$ cat src/rtl/stepper_phase_pkg.sv
// Shared coil phase encoding for the stepper driver and its receive-side monitor.
// Pattern constants are listed in half-step order; the wave sequence uses the even entries.
package stepper_phase_pkg;

  localparam logic [3:0] PH_0   = 4'b1000;
  localparam logic [3:0] PH_1   = 4'b1100;
  localparam logic [3:0] PH_2   = 4'b0100;
  localparam logic [3:0] PH_3   = 4'b0110;
  localparam logic [3:0] PH_4   = 4'b0010;
  localparam logic [3:0] PH_5   = 4'b0011;
  localparam logic [3:0] PH_6   = 4'b0001;
  localparam logic [3:0] PH_7   = 4'b1001;
  localparam logic [3:0] PH_OFF = 4'b0000;

  typedef enum logic [1:0] {
    IDLE  = 2'd0,
    TRACK = 2'd1,
    FAULT = 2'd2
  } state_e;

endpackage

$ cat src/rtl/phase_lut.sv
// Coil phase word to half-step index. De-energized and unlisted patterns decode as not valid.
module phase_lut
  import stepper_phase_pkg::*;
(
  input  logic [3:0] phase,
  output logic       valid,
  output logic [2:0] idx
);

  always_comb begin
    valid = 1'b1;
    idx   = 3'd0;
    case (phase)
      PH_0:    idx = 3'd0;
      PH_1:    idx = 3'd1;
      PH_2:    idx = 3'd2;
      PH_3:    idx = 3'd3;
      PH_4:    idx = 3'd4;
      PH_5:    idx = 3'd5;
      PH_6:    idx = 3'd6;
      PH_7:    idx = 3'd7;
      default: valid = 1'b0;
    endcase
  end

endmodule

$ cat src/rtl/stepper_phase_decoder.sv
// Closed-loop monitor of the stepper coil phase word: position, direction, step period, faults.
//
// state | meaning
// IDLE  | coils off (or just cleared); first legal pattern sets the reference, no step counted
// TRACK | following the sequence; each legal index change is one step
// FAULT | illegal pattern or jump seen; position frozen until clr
module stepper_phase_decoder
  import stepper_phase_pkg::*;
#(
  parameter int POS_W = 16,
  parameter int PER_W = 20
) (
  input  logic             clk,
  input  logic             rst,
  input  logic [3:0]       phase_in,
  input  logic             clr,
  output logic [POS_W-1:0] position,
  output logic             dir,
  output logic             step_strobe,
  output logic [PER_W-1:0] period,
  output logic             period_valid,
  output logic             energized,
  output logic             fault
);

  state_e           state, state_nxt;
  logic [3:0]       phase_q;
  logic             lut_valid;
  logic [2:0]       lut_idx;
  logic [2:0]       ref_idx;
  logic [2:0]       delta;
  logic             is_off;
  logic             delta_bad;
  logic             take_ref;
  logic             do_step;
  logic             enter_track;
  logic             set_fault;
  logic             first_pending;
  logic [PER_W-1:0] cnt;
  logic [PER_W-1:0] cnt_inc;
  logic [POS_W-1:0] step_delta;

  phase_lut u_lut (
    .phase (phase_q),
    .valid (lut_valid),
    .idx   (lut_idx)
  );

  assign is_off    = (phase_q == PH_OFF);
  assign delta     = lut_idx - ref_idx;
  assign delta_bad = (delta == 3'd3) || (delta == 3'd4) || (delta == 3'd5);
  // Deltas 6/7 read as -2/-1 once sign-extended, which is exactly the reverse step size.
  assign step_delta = {{(POS_W-3){delta[2]}}, delta};
  assign cnt_inc    = (cnt == '1) ? cnt : cnt + PER_W'(1);

  always_comb begin
    state_nxt   = state;
    take_ref    = 1'b0;
    do_step     = 1'b0;
    enter_track = 1'b0;
    set_fault   = 1'b0;
    case (state)
      IDLE: begin
        if (lut_valid) begin
          state_nxt   = TRACK;
          take_ref    = 1'b1;
          enter_track = 1'b1;
        end else if (!is_off) begin
          state_nxt = FAULT;
          set_fault = 1'b1;
        end
      end
      TRACK: begin
        if (is_off) begin
          state_nxt = IDLE;
        end else if (!lut_valid || delta_bad) begin
          state_nxt = FAULT;
          set_fault = 1'b1;
        end else if (delta != 3'd0) begin
          do_step  = 1'b1;
          take_ref = 1'b1;
        end
      end
      FAULT: state_nxt = FAULT;
      default: state_nxt = IDLE;
    endcase
    // clr dominates any fault detected in the same cycle.
    if (clr) begin
      set_fault = 1'b0;
      if (state_nxt == FAULT) state_nxt = IDLE;
    end
  end

  always_ff @(posedge clk or posedge rst) begin
    if (rst) begin
      state         <= IDLE;
      phase_q       <= PH_OFF;
      ref_idx       <= 3'd0;
      position      <= '0;
      dir           <= 1'b0;
      step_strobe   <= 1'b0;
      period        <= '0;
      period_valid  <= 1'b0;
      energized     <= 1'b0;
      fault         <= 1'b0;
      cnt           <= '0;
      first_pending <= 1'b0;
    end else begin
      state       <= state_nxt;
      phase_q     <= phase_in;
      energized   <= !is_off;
      step_strobe <= 1'b0;

      if (take_ref) ref_idx <= lut_idx;
      if (set_fault) fault <= 1'b1;

      if (enter_track || do_step) begin
        cnt <= '0;
      end else if (state == TRACK) begin
        cnt <= cnt_inc;
      end

      if (enter_track) first_pending <= 1'b1;

      if (do_step) begin
        position      <= position + step_delta;
        dir           <= ~delta[2];
        step_strobe   <= 1'b1;
        first_pending <= 1'b0;
        if (!first_pending) begin
          period       <= cnt_inc;
          period_valid <= 1'b1;
        end
      end

      // Placed last so it overrides a step decoded in the same cycle.
      if (clr) begin
        position     <= '0;
        period       <= '0;
        period_valid <= 1'b0;
        fault        <= 1'b0;
        cnt          <= '0;
        step_strobe  <= 1'b0;
        dir          <= dir;
      end
    end
  end

endmodule

$ cat config.mk
export PLATFORM = sky130hd
export DESIGN_NAME = stepper_phase_decoder
export DESIGN_NICKNAME = d
export VERILOG_FILES = /design/src/rtl/stepper_phase_pkg.sv /design/src/rtl/phase_lut.sv /design/src/rtl/stepper_phase_decoder.sv
export SDC_FILE = /design/constraint.sdc
export NUM_CORES = 1
export LEC_CHECK = 0
export ABC_AREA = 1
export CORE_UTILIZATION = 40
export DETAILED_ROUTE_END_ITERATION = 7
export PLACE_DENSITY = 0.7
export SYNTH_ARGS = -nofsm -noshare
export SYNTH_HDL_FRONTEND = slang
export SYNTH_SLANG_ARGS = --single-unit
$ cat constraint.sdc
create_clock -name clk -period 7.2 [get_ports clk]
set_input_delay 1.8 -clock clk [delete_from_list [all_inputs] [get_ports clk]]
set_output_delay 1.8 -clock clk [all_outputs]
set_load 0.03 [all_outputs]
==> metrics.md <==
| Metric | Value |
|---|---|
| Flop and latch count out of synthesis | 71 |
| Initial antenna violation count | 0 |
| Sequential share of the synthesized area | 0.400 |
| Max-Cap Viols | 0 |
| Worst r2r dst | position[14]$_DFFE_PP0P_ |
| Post-CTS setup buffer count | 0 |
| Reg-to-reg startpoint | phase_q[0]$_DFF_PP0_ |
| Grt total ovfl | 0 |
| Cts hold-fix bufs | 0 |
| Startpoint Class | register |
| Max incr delay on CP | 460 ps |
| Flop2flop setup slack | 3390 ps |
| Clock group share of total power | 0.222 |
| DR WL/cell | 13.6 µm |
| Cell variety after synth | 38 |
| Initial DRT Pass Iterations | 7 |
| Fmax | 0.263 GHz |
| Vias in the first global route | 3908 |
| GRT Resource Usage Total | 0.201 |
| Crit-path cells | inv_1 > o21ai_1 > nor3_1 > inv_1 > ha_1 > inv_1 > fa_1 > nand2_1 > nand2_1 > inv_1 > nand2_1 > nand2_1 > inv_1 > ha_1 > inv_1 > o31ai_1 > nand2_1 > nand2_1 > nand3_1 > nand2_1 > nand2_1 > nand3_1 > nand2_1 |
| CTS tree | yes |
| WS Path Type | reg2reg |
| Worst Max-Slew Pin Slew | 906 ps |
| Mapped Area | 0.00445 mm² |
| Io pins | 48 |
| Placeable Area | 0.0108 mm² |
| Post-layout minimum cycle time | 3810 ps |
| Sw frac | 0.441 |
| Layout cells sized above 1 | 0.0617 |
| PortBufs | 47 |
| Synth Area per Inst | 7.41 µm² |
| Root Buffer | clkbuf_8 |
| Global-route wire length before repair | 18300 µm |
| Status | finished with violations |
| Pin count of the biggest net entering global routing | 72 |
| Placed cells | 772 |
| Filler Cells Inserted | 1088 |
| Slowest stage cell, crit path | ha_1 |
| Failing checks | design-rule violations |
| RSZ-0062 raised after global routing | no |
| Worst skew pair latency | 360 ps |
| Antenna viol nets, final | 0 |
| Resize count post-CTS | 0 |
| Reg clk slew, reported paths | 80 ps |
| Most frequent CP cell | nand2_1 |
| Synth top area share | 0.400 |
| FP Rows | 38 |
| Final WL | 10700 µm |
| Final setup vio count | 0 |
| Die Ht | 107 µm |
| Ys Warns | 0 |
| TNS Setup | 0 ps |
| Non-filler cells, final | 788 |
| Initial core utilization | 0.410 |
| Total number of H-tree levels | 3 |
| Worst Path Arrival | 4060 ps |
| Hold crit path type | reg2reg |
| Final HPWL DP | 7960 µm |
| N_diodes | 0 |
| Synth area leader | dfrtp_1 |
| Die area | 0.0115 mm² |
| Synth area leaders | dfrtp_1, nand2_1, nand3_1 |
| Sequential power share | 0.298 |
| Num CTS Buffers | 9 |
| Final hold violation count | 0 |
| Clock Skew | 8.41 ps |
| WP data required | 7450 ps |
| Clk buf depth | 2 |
| Clock sinks | 71 |
| Design Power | 1650 µW |
| PD cells | 317 mW/mm² |
| Cells on worst reg2reg path | 23 |
| Final Net Count | 669 |
| Max-slew violations | 0 |
| Setup crit start | phase_q[0]$_DFF_PP0_ |
| Switch Pwr | 727 µW |
| Max IR drop VDD | 0.184 mV |
| Combinational share of power | 0.479 |
| Syn nets | 626 |
| Worst Setup End Kind | register |
| 1st-iter DRT viols | 195 |
| Crit path max fanout | 13 |
| Worst setup endpoint | position[14]$_DFFE_PP0P_ |
| Power Internal | 922 µW |
| Leak pwr | 0.00258 µW |
| Die width | 107 µm |
| Vias | 3965 |
| Synth-to-layout area growth | 16.9% |
| DRC | 2 |
| Syn Inst Count | 600 |
| Rel. slew slack | 0.396 |
| Final GP Congestion | 0.972 |
| Final Cycle Share | 0.529 |
| Via density | 5.03 |
==> cell usage in the layout, fill, tap and decap left out, types with 3 or more instances in the layout <==
cell type / n
or2_2: 3
xor2_1: 18
dfrtp_1: 71
a21oi_1: 24
o21ai_2: 4
o21a_1: 4
ha_1: 17
o21ai_0: 15
clkbuf_8: 11
nand3_1: 49
nand2_1: 210
nand3b_1: 4
nand4_1: 17
nor3_1: 7
inv_2: 5
nor2_4: 3
nor2_2: 3
nor2_1: 61
inv_1: 46
xnor2_1: 4
clkdlybuf4s50_1: 47
==> critical path: cells and delay by family (launching register included) <==
kind	cells	cell delay (ps)
buffers and inverters	6	560
flip-flops	1	380
adder cells (fa/ha/maj)	3	970
AO/OA/AOI/OAI	2	700
AND/OR/NAND/NOR	12	1100
==> metal layers <==
layer	part of all wire	global-route usage	vias to the layer above	wire (µm)
li1	-	-	2023	-
met1	0.48	0.275	1834	5200
met2	0.44	0.305	88	4720
met3	0.053	0.0339	20	571
met4	0.023	0.103	0	246
met5	0	0	-	0
==> worst min path at each step <==
stage                                      start                     end  slack (ps)  depth (start not counted)
after global routing      period[13]$_DFFE_PP0P_  period[13]$_DFFE_PP0P_         500                          2
final                     period[13]$_DFFE_PP0P_  period[13]$_DFFE_PP0P_         470                          2
after CTS                 period[13]$_DFFE_PP0P_  period[13]$_DFFE_PP0P_         480                          2
after floorplan           ref_idx[0]$_DFFE_PP0P_  ref_idx[0]$_DFFE_PP0P_         480                          2
after detailed placement  period[13]$_DFFE_PP0P_  period[13]$_DFFE_PP0P_         460                          2
after global placement    period[12]$_DFFE_PP0P_  period[12]$_DFFE_PP0P_         460                          2
==> cells by family (layout without fill, tap and decap cells) <==
family,count (synthesis),count (layout),synth area share
simple gates,366,366,0.357
flops,71,71,0.400
buf+inv,67,115,0.0709
compound gates,53,53,0.0673
xor+xnor,22,22,0.0433
fa+ha+maj,19,19,0.0569
mux,2,2,0.00450
==> final cells by class <==
class	count	area [µm²]	area share
Clock buffer	13	159	0.0306
Tap cell	140	175	0.0337
Timing Repair Buffer	48	478	0.0919
Multi-Input combinational cell	462	2350	0.453
Inverter	51	191	0.0368
Clock inverter	3	65.1	0.0125
Sequential cell	71	1780	0.342
==> stage by stage <==
step                      setup WS, ps  hold slack, ps   util  instance area, µm²
after detailed placement          3270             461  0.459                4970
after floorplan                   3600             480      -                4450
after global placement            3340             455  0.459                4970
after global routing              2990             502  0.480                5200
after CTS                         3400             480  0.480                5200
final                             3390             471  0.480                5200
==> power groups by stage <==
stage / clock (µW) / sequential, µW / combinational, µW
6_report: 367 / 492 / 791
5_1_grt: 386 / 499 / 886
2_1_floorplan: 0 / 554 / 548
3_5_place_dp: 0 / 499 / 790
3_3_place_gp: 0 / 498 / 771
4_1_cts: 372 / 491 / 792
==> flip-flops by register name, indices dropped and copies added, names as in the netlist, 2 cells and up <==
| register | flops |
|---|---|
| cnt | 20 |
| phase_q | 4 |
| position | 16 |
| state | 2 |
| ref_idx | 3 |
| period | 20 |
==> Yosys cell counts (all sizes together) <==
library cell and count:
nand4 17, fa 2, ha 17, a21oi 24, buf 11, mux2i 2, clkbuf 5, xnor2 4
o21bai 1, nand2 213, or2 3, o31ai 1, nand3 52, and2 1, a31oi 1, o21a 4
nor3 8, dfrtp 71, inv 51, a21o 1, nor4 1, xor2 18, nor2 67, o21ai 21
nand3b 4
(Power assumes the default switching activity.)
